===== src/rtl/lsu_pkg.sv =====
// Shared definitions for the load/store unit: funct3 encodings and FSM states.
package lsu_pkg;

    localparam logic [2:0] F3_B  = 3'b000;
    localparam logic [2:0] F3_H  = 3'b001;
    localparam logic [2:0] F3_W  = 3'b010;
    localparam logic [2:0] F3_BU = 3'b100;
    localparam logic [2:0] F3_HU = 3'b101;

    typedef enum logic {
        ST_IDLE   = 1'b0,
        ST_RMW_WR = 1'b1
    } state_t;

endpackage


===== src/rtl/lsu_load_extend.sv =====
// Load lane select and sign/zero extension of a full dmem word.
module lsu_load_extend
    import lsu_pkg::*;
#(
    parameter int unsigned Width = 32
) (
    input  logic [Width-1:0] word,
    input  logic [1:0]       addr,
    input  logic [2:0]       funct3,
    output logic [Width-1:0] data
);

    logic [7:0]  byte_lane;
    logic [15:0] half_lane;

    always_comb begin
        case (addr)
            2'd0:    byte_lane = word[7:0];
            2'd1:    byte_lane = word[15:8];
            2'd2:    byte_lane = word[23:16];
            default: byte_lane = word[31:24];
        endcase
        half_lane = addr[1] ? word[31:16] : word[15:0];

        case (funct3)
            F3_B:    data = {{(Width-8){byte_lane[7]}}, byte_lane};
            F3_H:    data = {{(Width-16){half_lane[15]}}, half_lane};
            F3_BU:   data = {{(Width-8){1'b0}}, byte_lane};
            F3_HU:   data = {{(Width-16){1'b0}}, half_lane};
            default: data = word;
        endcase
    end

endmodule


===== src/rtl/lsu.sv =====
// MEM-stage load/store unit: drives a word-addressed dmem, doing read-modify-write for SB/SH.
module lsu
    import lsu_pkg::*;
#(
    parameter int unsigned Width = 32
) (
    input  logic             clk,
    input  logic             rst,
    input  logic             req_valid,
    output logic             req_ready,
    input  logic             req_we,
    input  logic [2:0]       req_funct3,
    input  logic [Width-1:0] req_addr,
    input  logic [Width-1:0] req_wdata,
    output logic             resp_valid,
    output logic [Width-1:0] resp_rdata,
    output logic             resp_err,
    output logic [Width-1:0] mem_addr,
    output logic             mem_we,
    output logic [Width-1:0] mem_wr_data,
    input  logic [Width-1:0] mem_rd
);

    state_t           state, state_next;
    logic [Width-1:0] hold_addr, hold_data;
    logic [Width-1:0] load_data, merged;
    logic             accept, illegal, misaligned, access_err;
    logic             resp_valid_next, resp_err_next, hold_load;
    logic [Width-1:0] resp_rdata_next;

    assign req_ready = (state == ST_IDLE);
    assign accept    = req_valid & req_ready & ~rst;

    lsu_load_extend #(.Width(Width)) u_load_extend (
        .word   (mem_rd),
        .addr   (req_addr[1:0]),
        .funct3 (req_funct3),
        .data   (load_data)
    );

    always_comb begin
        if (req_we)
            illegal = !(req_funct3 inside {F3_B, F3_H, F3_W});
        else
            illegal = !(req_funct3 inside {F3_B, F3_H, F3_W, F3_BU, F3_HU});
        misaligned = ((req_funct3 == F3_H || req_funct3 == F3_HU) && req_addr[0]) ||
                     ((req_funct3 == F3_W) && (req_addr[1:0] != 2'b00));
        access_err = illegal | misaligned;
    end

    always_comb begin
        merged = mem_rd;
        if (req_funct3 == F3_B) begin
            case (req_addr[1:0])
                2'd0:    merged[7:0]   = req_wdata[7:0];
                2'd1:    merged[15:8]  = req_wdata[7:0];
                2'd2:    merged[23:16] = req_wdata[7:0];
                default: merged[31:24] = req_wdata[7:0];
            endcase
        end else if (req_addr[1]) begin
            merged[31:16] = req_wdata[15:0];
        end else begin
            merged[15:0] = req_wdata[15:0];
        end
    end

    always_comb begin
        state_next      = state;
        resp_valid_next = 1'b0;
        resp_err_next   = 1'b0;
        resp_rdata_next = '0;
        hold_load       = 1'b0;
        mem_addr        = req_addr;
        mem_we          = 1'b0;
        mem_wr_data     = '0;
        case (state)
            ST_IDLE: begin
                if (accept) begin
                    resp_valid_next = 1'b1;
                    if (access_err) begin
                        resp_err_next = 1'b1;
                    end else if (!req_we) begin
                        resp_rdata_next = load_data;
                    end else if (req_funct3 == F3_W) begin
                        mem_we      = 1'b1;
                        mem_wr_data = req_wdata;
                    end else begin
                        // sub-word store: read now, write the merged word next cycle
                        resp_valid_next = 1'b0;
                        hold_load       = 1'b1;
                        state_next      = ST_RMW_WR;
                    end
                end
            end
            ST_RMW_WR: begin
                mem_addr        = hold_addr;
                mem_we          = ~rst;
                mem_wr_data     = hold_data;
                resp_valid_next = 1'b1;
                state_next      = ST_IDLE;
            end
            default: state_next = ST_IDLE;
        endcase
    end

    always_ff @(posedge clk) begin
        if (rst) begin
            state      <= ST_IDLE;
            resp_valid <= 1'b0;
            resp_err   <= 1'b0;
            resp_rdata <= '0;
            hold_addr  <= '0;
            hold_data  <= '0;
        end else begin
            state      <= state_next;
            resp_valid <= resp_valid_next;
            resp_err   <= resp_err_next;
            resp_rdata <= resp_rdata_next;
            if (hold_load) begin
                hold_addr <= req_addr;
                hold_data <= merged;
            end
        end
    end

endmodule


===== config.mk =====
export PLATFORM = sky130hd
export DESIGN_NAME = lsu
export DESIGN_NICKNAME = d
export VERILOG_FILES = /design/src/rtl/lsu_pkg.sv /design/src/rtl/lsu_load_extend.sv /design/src/rtl/lsu.sv
export SDC_FILE = /design/constraint.sdc
export NUM_CORES = 1
export LEC_CHECK = 0
export BUFFER_PORTS_ARGS = -buffer_cell sky130_fd_sc_hd__buf_2
export CAP_MARGIN = 40
export CORE_MARGIN = 2
export CORE_UTILIZATION = 45
export DETAILED_ROUTE_END_ITERATION = 16
export GPL_ROUTABILITY_DRIVEN = 0
export PLACE_DENSITY_LB_ADDON = 0.15
export SYNTH_ARGS = -nofsm -noshare
export SYNTH_HDL_FRONTEND = slang
export SYNTH_SLANG_ARGS = --single-unit

===== constraint.sdc =====
create_clock -name clk -period 1.95 [get_ports clk]
set_input_delay 0.195 -clock clk [delete_from_list [all_inputs] [get_ports clk]]
set_output_delay 0.195 -clock clk [all_outputs]
set_load 0.01 [all_outputs]

==> results of run 1 <==
[final timing paths]
path                                                 start                          to
worst max-delay path                           req_addr[0]              mem_wr_data[8]
worst min-delay path                                   rst   hold_addr[0]$_SDFFE_PP0P_
worst max register to register            state$_SDFF_PP0_  hold_addr[13]$_SDFFE_PP0P_
worst min register to register  hold_addr[25]$_SDFFE_PP0P_  hold_addr[25]$_SDFFE_PP0P_
[what timing repair did]
| item | in CTS | in global routing |
|---|---|---|
| gates resized for setup | 1 | 2 |
| gates cloned | 0 | 1 |
| pin swaps | 0 | 1 |
| setup endpoints to repair | 30 | 2 |
[placed cells by master, fill, tap and decap left out, types with 9 or more instances in the layout]
cell type,netlist,routed
clkbuf_8,0,9
a22oi_1,12,12
o21ai_0,18,18
nand2_1,106,106
a22o_1,33,33
buf_2,9,202
mux2i_1,19,19
buf_4,1,15
dfxtp_1,99,98
a21oi_1,83,83
mux2_2,37,37
[state kept, by name (all words and copies together) (netlist names)]
register and flops:
resp_rdata 32, resp_valid 1, hold_addr 32, state 1, hold_data 32, resp_err 1
[layer usage]
| metal | vias up | wire, um | GRT usage [%] |
|---|---|---|---|
| met3 | 35 | 1390 | 5.58 |
| met2 | 249 | 7030 | 42.1 |
| li1 | 2342 | - | - |
| met1 | 2235 | 6140 | 32.0 |
| met5 | - | 0 | 0 |
| met4 | 0 | 455 | 11.0 |
[kinds of logic after synthesis]
kind of cell           Yosys count
AOI/OAI and AO/OA              196
muxes                           56
DFF                             99
buffers and inverters           57
and+or+nand+nor                134
[cell type report]
cell class              count  area, sq um
clock buffers               9          124
clock inverters             7         78.8
fillers                   972         4150
inverters                   9         33.8
multi-input cells         386         2490
flip-flops and latches     99         1980
well taps                 136          170
repair buffers            221         1200
[worst max-delay path: stages]
cell	delay, ns
buf_2	0.16
nor4_1	0.37
nand3_1	0.20
nor2_4	0.24
buf_12	0.18
a22o_1	0.15
buf_2	0.14
[through the flow]
| stage | worst slack [ns] | utilization [%] |
|---|---|---|
| finish | 0.0994 | 59.5 |
| floorplan | 0.283 | - |
| detailed placement | 0.100 | 57.1 |
| CTS | 0.0729 | 59.1 |
| global placement | 0.170 | 57.1 |
| global route | 0.0150 | 59.5 |
[power by group]
part	total [mW]	internal [mW]	leakage, nW	switching [mW]
Sequential	2.06	2.05	0.800	0.0140
Combinational	0.580	0.247	1.79	0.333
Clock	1.34	0.510	0.102	0.827
Total	3.98	2.81	2.69	1.17
==> run summary, run 1 <==
Status -> finished clean
Share of layout cells above drive strength 1 -> 38.6%
Crit path kind -> in -> out
Die W -> 106 um
Clock skew -> 0.00649 ns
Root Buffer -> clkbuf_8
Vias per cell -> 5.61
Mux cell area share after synthesis -> 12.9%
Final setup viols -> 0
Max-slew violation count -> 0
Htree depth -> 3
Die height -> 106 um
Hold WS -> 0.0365 ns
Sink Count -> 99
Ys async rst share -> 0%
Worst-skew pair later-pin latency -> 0.38 ns
Max-Cap Viols -> 0
Setup TNS -> 0 ns
Residual DRC count -> 0
Worst Path Required -> 1.75 ns
Critical path startpoint category -> primary input
Tmin final -> 1.85 ns
CTS tree -> yes
Max Freq -> 540 MHz
Max Buffers Root-to-Sink -> 2
Area contributors post-synth -> dfxtp_1 (42%), mux2_2 (8.9%), a21oi_1 (8.8%)
Final hold vios -> 0
Final worst path period share -> 94.9%
#FFs+latches synth -> 99
Syn Area/Cell -> 8.68 sq um
Adder-Cell Fraction of Synth Area -> 0%
I/O Buffers -> 202
Drt first pass iters -> 5
PD cells -> 655 mW/mm^2
DIE AREA -> 0.0113 sq mm
XOR/XNOR Fraction of Synth Area -> 0%
First-pass GRT wire length -> 22500 um
Synthesis warning total -> 0
Synthesized instance count -> 542
Placed Area -> 0.00584 sq mm
Hold-fix buffers, CTS -> 0
Synth-to-Final Area Change -> 29.2%
Drt wl/cell -> 17.3 um
CTS buffer count -> 9
Vias in the first global route -> 4379
WP data arrival -> 1.66 ns
Via count -> 4861
Total gr overflow -> 0
Post-synth top area share -> 42.1%
Reg2reg setup slack -> 0.31 ns
Reg2Reg Depth -> 6
Critical Path End Type -> primary output
Layout Nets -> 829
Post-route design area -> 0.00608 sq mm
Setup repair bufs after CTS -> 0
RSZ-0062 raised after global routing -> no
Final Non-Filler Cells -> 867
Clock transition at path regs -> 0.10 ns
Main combinational cell family by area after synthesis -> compound AO/OA/AOI/OAI gates
Synth cell count leaders -> nand2_1 (106), dfxtp_1 (99), a21oi_1 (83)
Relative max-transition margin -> 51.0%
Pwr Total -> 3.98 mW
Cell taking the most area after synthesis -> dfxtp_1
Core box area -> 0.0102 sq mm
Placed insts -> 850
Leakage power -> 2.69 nW
Actual slew at the worst max-slew pin -> 0.736 ns
Total GRT Usage -> 25.5%
Synth Area in Simple Gates -> 11.9%
Post-DRT Antenna Nets -> 0
Critical path fanouts, max -> 16
DRT iter0 DRCs -> 323
Antenna cell count -> 0
Pin count of the biggest net entering global routing -> 51
Cell Rows -> 37
Compound-gate portion of the synthesized area -> 27.9%
Initial core utilization -> 46.0%
IO Count -> 203
Peak supply drop -> 0.324 mV
Syn_nets -> 645
Cell with the most instances after synthesis -> nand2_1
Post-synthesis sequential area ratio -> 42.1%
DP Wirelength -> 10700 um
Synth Cell Area -> 0.00471 sq mm
Initial antenna violation count -> 0
Post-synth EDFFs -> 0
Final wirelength -> 15000 um
Yosys cell types -> 40
Hold Path Stages -> 2
HP Class -> in -> reg
Most common flop cell mapped by yosys -> dfxtp_1
Power figures use the tool's default switching activity.
==> run 2, diff against run 1 <==
- PLACE_DENSITY: default -> 0.83
- PLACE_DENSITY_LB_ADDON: 0.15 -> default
==> run summary, run 2 (synthesized netlist as in run 1, its figures left out) <==
Status -> finished clean
Final setup viols -> 0 (unchanged)
Combinational power share -> 15.6% (+1.0 points)
DP Wirelength -> 11700 um (+9.9%)
Via count -> 5038 (+3.6%)
Relative max-transition margin -> 52.4% (+1.4 points)
Cell Rows -> 37 (unchanged)
First-pass GRT wire length -> 24300 um (+7.9%)
CTS tree -> yes
Clock skew -> 0.00749 ns (+0.000999 ns)
CTS buffer count -> 9 (unchanged)
Total GRT Usage -> 27.4% (+1.9 points)
Leakage power -> 2.70 nW (+0.16%)
Setup TNS -> 0 ns (unchanged)
I/O Buffers -> 202 (unchanged)
Final hold vios -> 0 (unchanged)
Switching share of power -> 27.7% (-1.8 points)
Post-DRT Antenna Nets -> 0 (unchanged)
Die height -> 106 um (unchanged)
Drt wl/cell -> 17.9 um (+3.3%)
Post-layout util -> 59.2% (-0.22 points)
Placed Area -> 0.00590 sq mm (+0.99%)
Final worst path period share -> 95.3% (+0.39 points)
Net Sw Power -> 1.06 mW (-9.9%)
Hold-fix buffers, CTS -> 0 (unchanged)
Vias per cell -> 5.78 (+3.0%)
Clock transition at path regs -> 0.09 ns (about the same)
Sink Count -> 99 (unchanged)
Residual DRC count -> 0 (unchanged)
Critical path fanouts, max -> 33 (+17)
Actual slew at the worst max-slew pin -> 0.714 ns (-0.0216 ns)
IO Count -> 203 (unchanged)
Peak supply drop -> 0.320 mV (-1.3%)
Htree depth -> 3 (unchanged)
Core box area -> 0.0102 sq mm (unchanged)
Max Freq -> 538 MHz (-0.41%)
HP Class -> in -> reg
Filler instances -> 906 (-6.8%)
Critical path startpoint category -> flip-flop
Critical Path End Type -> primary output
Vias in the first global route -> 4855 (+11%)
PD cells -> 631 mW/mm^2 (-3.6%)
Pin count of the biggest net entering global routing -> 51 (unchanged)
Die W -> 106 um (unchanged)
Synth-to-Final Area Change -> 28.8%
Int Pwr -> 2.77 mW (-1.5%)
Final wirelength -> 15600 um (+3.9%)
Max Buffers Root-to-Sink -> 2 (unchanged)
Hold WS -> 0.0709 ns (+0.0343 ns)
Drt first pass iters -> 5 (unchanged)
Share of layout cells above drive strength 1 -> 38.5% (-0.074 points)
RSZ-0062 raised after global routing -> no
DIE AREA -> 0.0113 sq mm (unchanged)
Worst Path Required -> 1.75 ns (about the same)
Initial antenna violation count -> 1 (+1)
Top Registers -> hold_addr (32), hold_data (32), resp_rdata (32)
WP data arrival -> 1.66 ns (about the same)
Leading cell type in the layout, fill and taps excluded -> buf_2
Final Non-Filler Cells -> 872 (+0.58%)
DRT iter0 DRCs -> 242 (-25%)
Post-route design area -> 0.00606 sq mm (-0.37%)
Crit path kind -> reg -> out
Clk network pwr share -> 30.4% (-3.2 points)
Commonest non-fill, non-tap cells in the layout -> buf_2 (202), nand2_1 (106), dfxtp_1 (98)
Max-Cap Viols -> 0 (unchanged)
Tmin final -> 1.86 ns (+0.00754 ns)
Total gr overflow -> 0 (unchanged)
Placed insts -> 856 (+0.71%)
Layout Nets -> 834 (+0.60%)
Root Buffer -> clkbuf_8
Initial core utilization -> 46.0% (unchanged)
Worst-skew pair later-pin latency -> 0.37 ns (about the same)
Setup repair bufs after CTS -> 0 (unchanged)
Sequential share of power -> 54.0% (+2.1 points)
Max-slew violation count -> 0 (unchanged)
Resized Gates After CTS -> 0 (-1)
-- run 2: cell count changes in the layout (fill, tap and decap cells not counted), sizes merged --
cell / before / now
clkbuf: 10 / 11
diode: 0 / 1
inv: 12 / 9
buf: 220 / 226
-- run 2: cell type report --
cell class | instances | area [sq um] | share of cell area [%]
multi-input combinational | 386 | 2480 | 41.0
sequential | 99 | 1980 | 32.7
timing repair buffer | 226 | 1230 | 20.3
tap | 136 | 170 | 2.81
clock buffer | 11 | 131 | 2.17
inverter | 9 | 33.8 | 0.557
clock inverter | 4 | 27.5 | 0.454
antenna | 1 | 2.50 | 0.0413
-- run 2: worst max-delay path, stage by stage, from the launching register on --
cell     delay [ns]
dfxtp_2        0.36
buf_4          0.38
mux2_2         0.40
buf_2          0.15
-- run 2: worst paths after layout --
check	slack, ns	end	cells after the start	start
max reg2reg	0.30	hold_addr[11]$_SDFFE_PP0P_	6	state$_SDFF_PP0_
min reg2reg	0.46	hold_addr[4]$_SDFFE_PP0P_	2	hold_addr[4]$_SDFFE_PP0P_
min	0.07	hold_addr[6]$_SDFFE_PP0P_	3	req_addr[6]
max	0.09	mem_addr[16]	3	state$_SDFF_PP0_
-- run 2: layer usage --
metal	vias to the layer above	GRT usage, %	wire (um)
li1	2350	-	-
met1	2322	32.7	5970
met2	309	44.7	7260
met3	57	6.99	1640
met4	0	15.2	718
met5	-	0	0
-- run 2: through the flow --
stage          setup slack (ns)  total power [mW]
2_1_floorplan             0.283              2.40
3_3_place_gp              0.204              2.68
3_5_place_dp              0.135              2.70
4_1_cts                  0.0719              3.85
5_1_grt                  0.0305              3.98
6_report                 0.0919              3.82
-- run 2: power by group through the flow --
stage / registers [mW] / clock network, mW / logic, mW
after detailed placement: 2.11 / 0 / 0.585
after CTS: 2.06 / 1.20 / 0.588
final: 2.06 / 1.16 / 0.596
after global routing: 2.07 / 1.27 / 0.641
after floorplan: 2.11 / 0 / 0.292
after global placement: 2.11 / 0 / 0.569
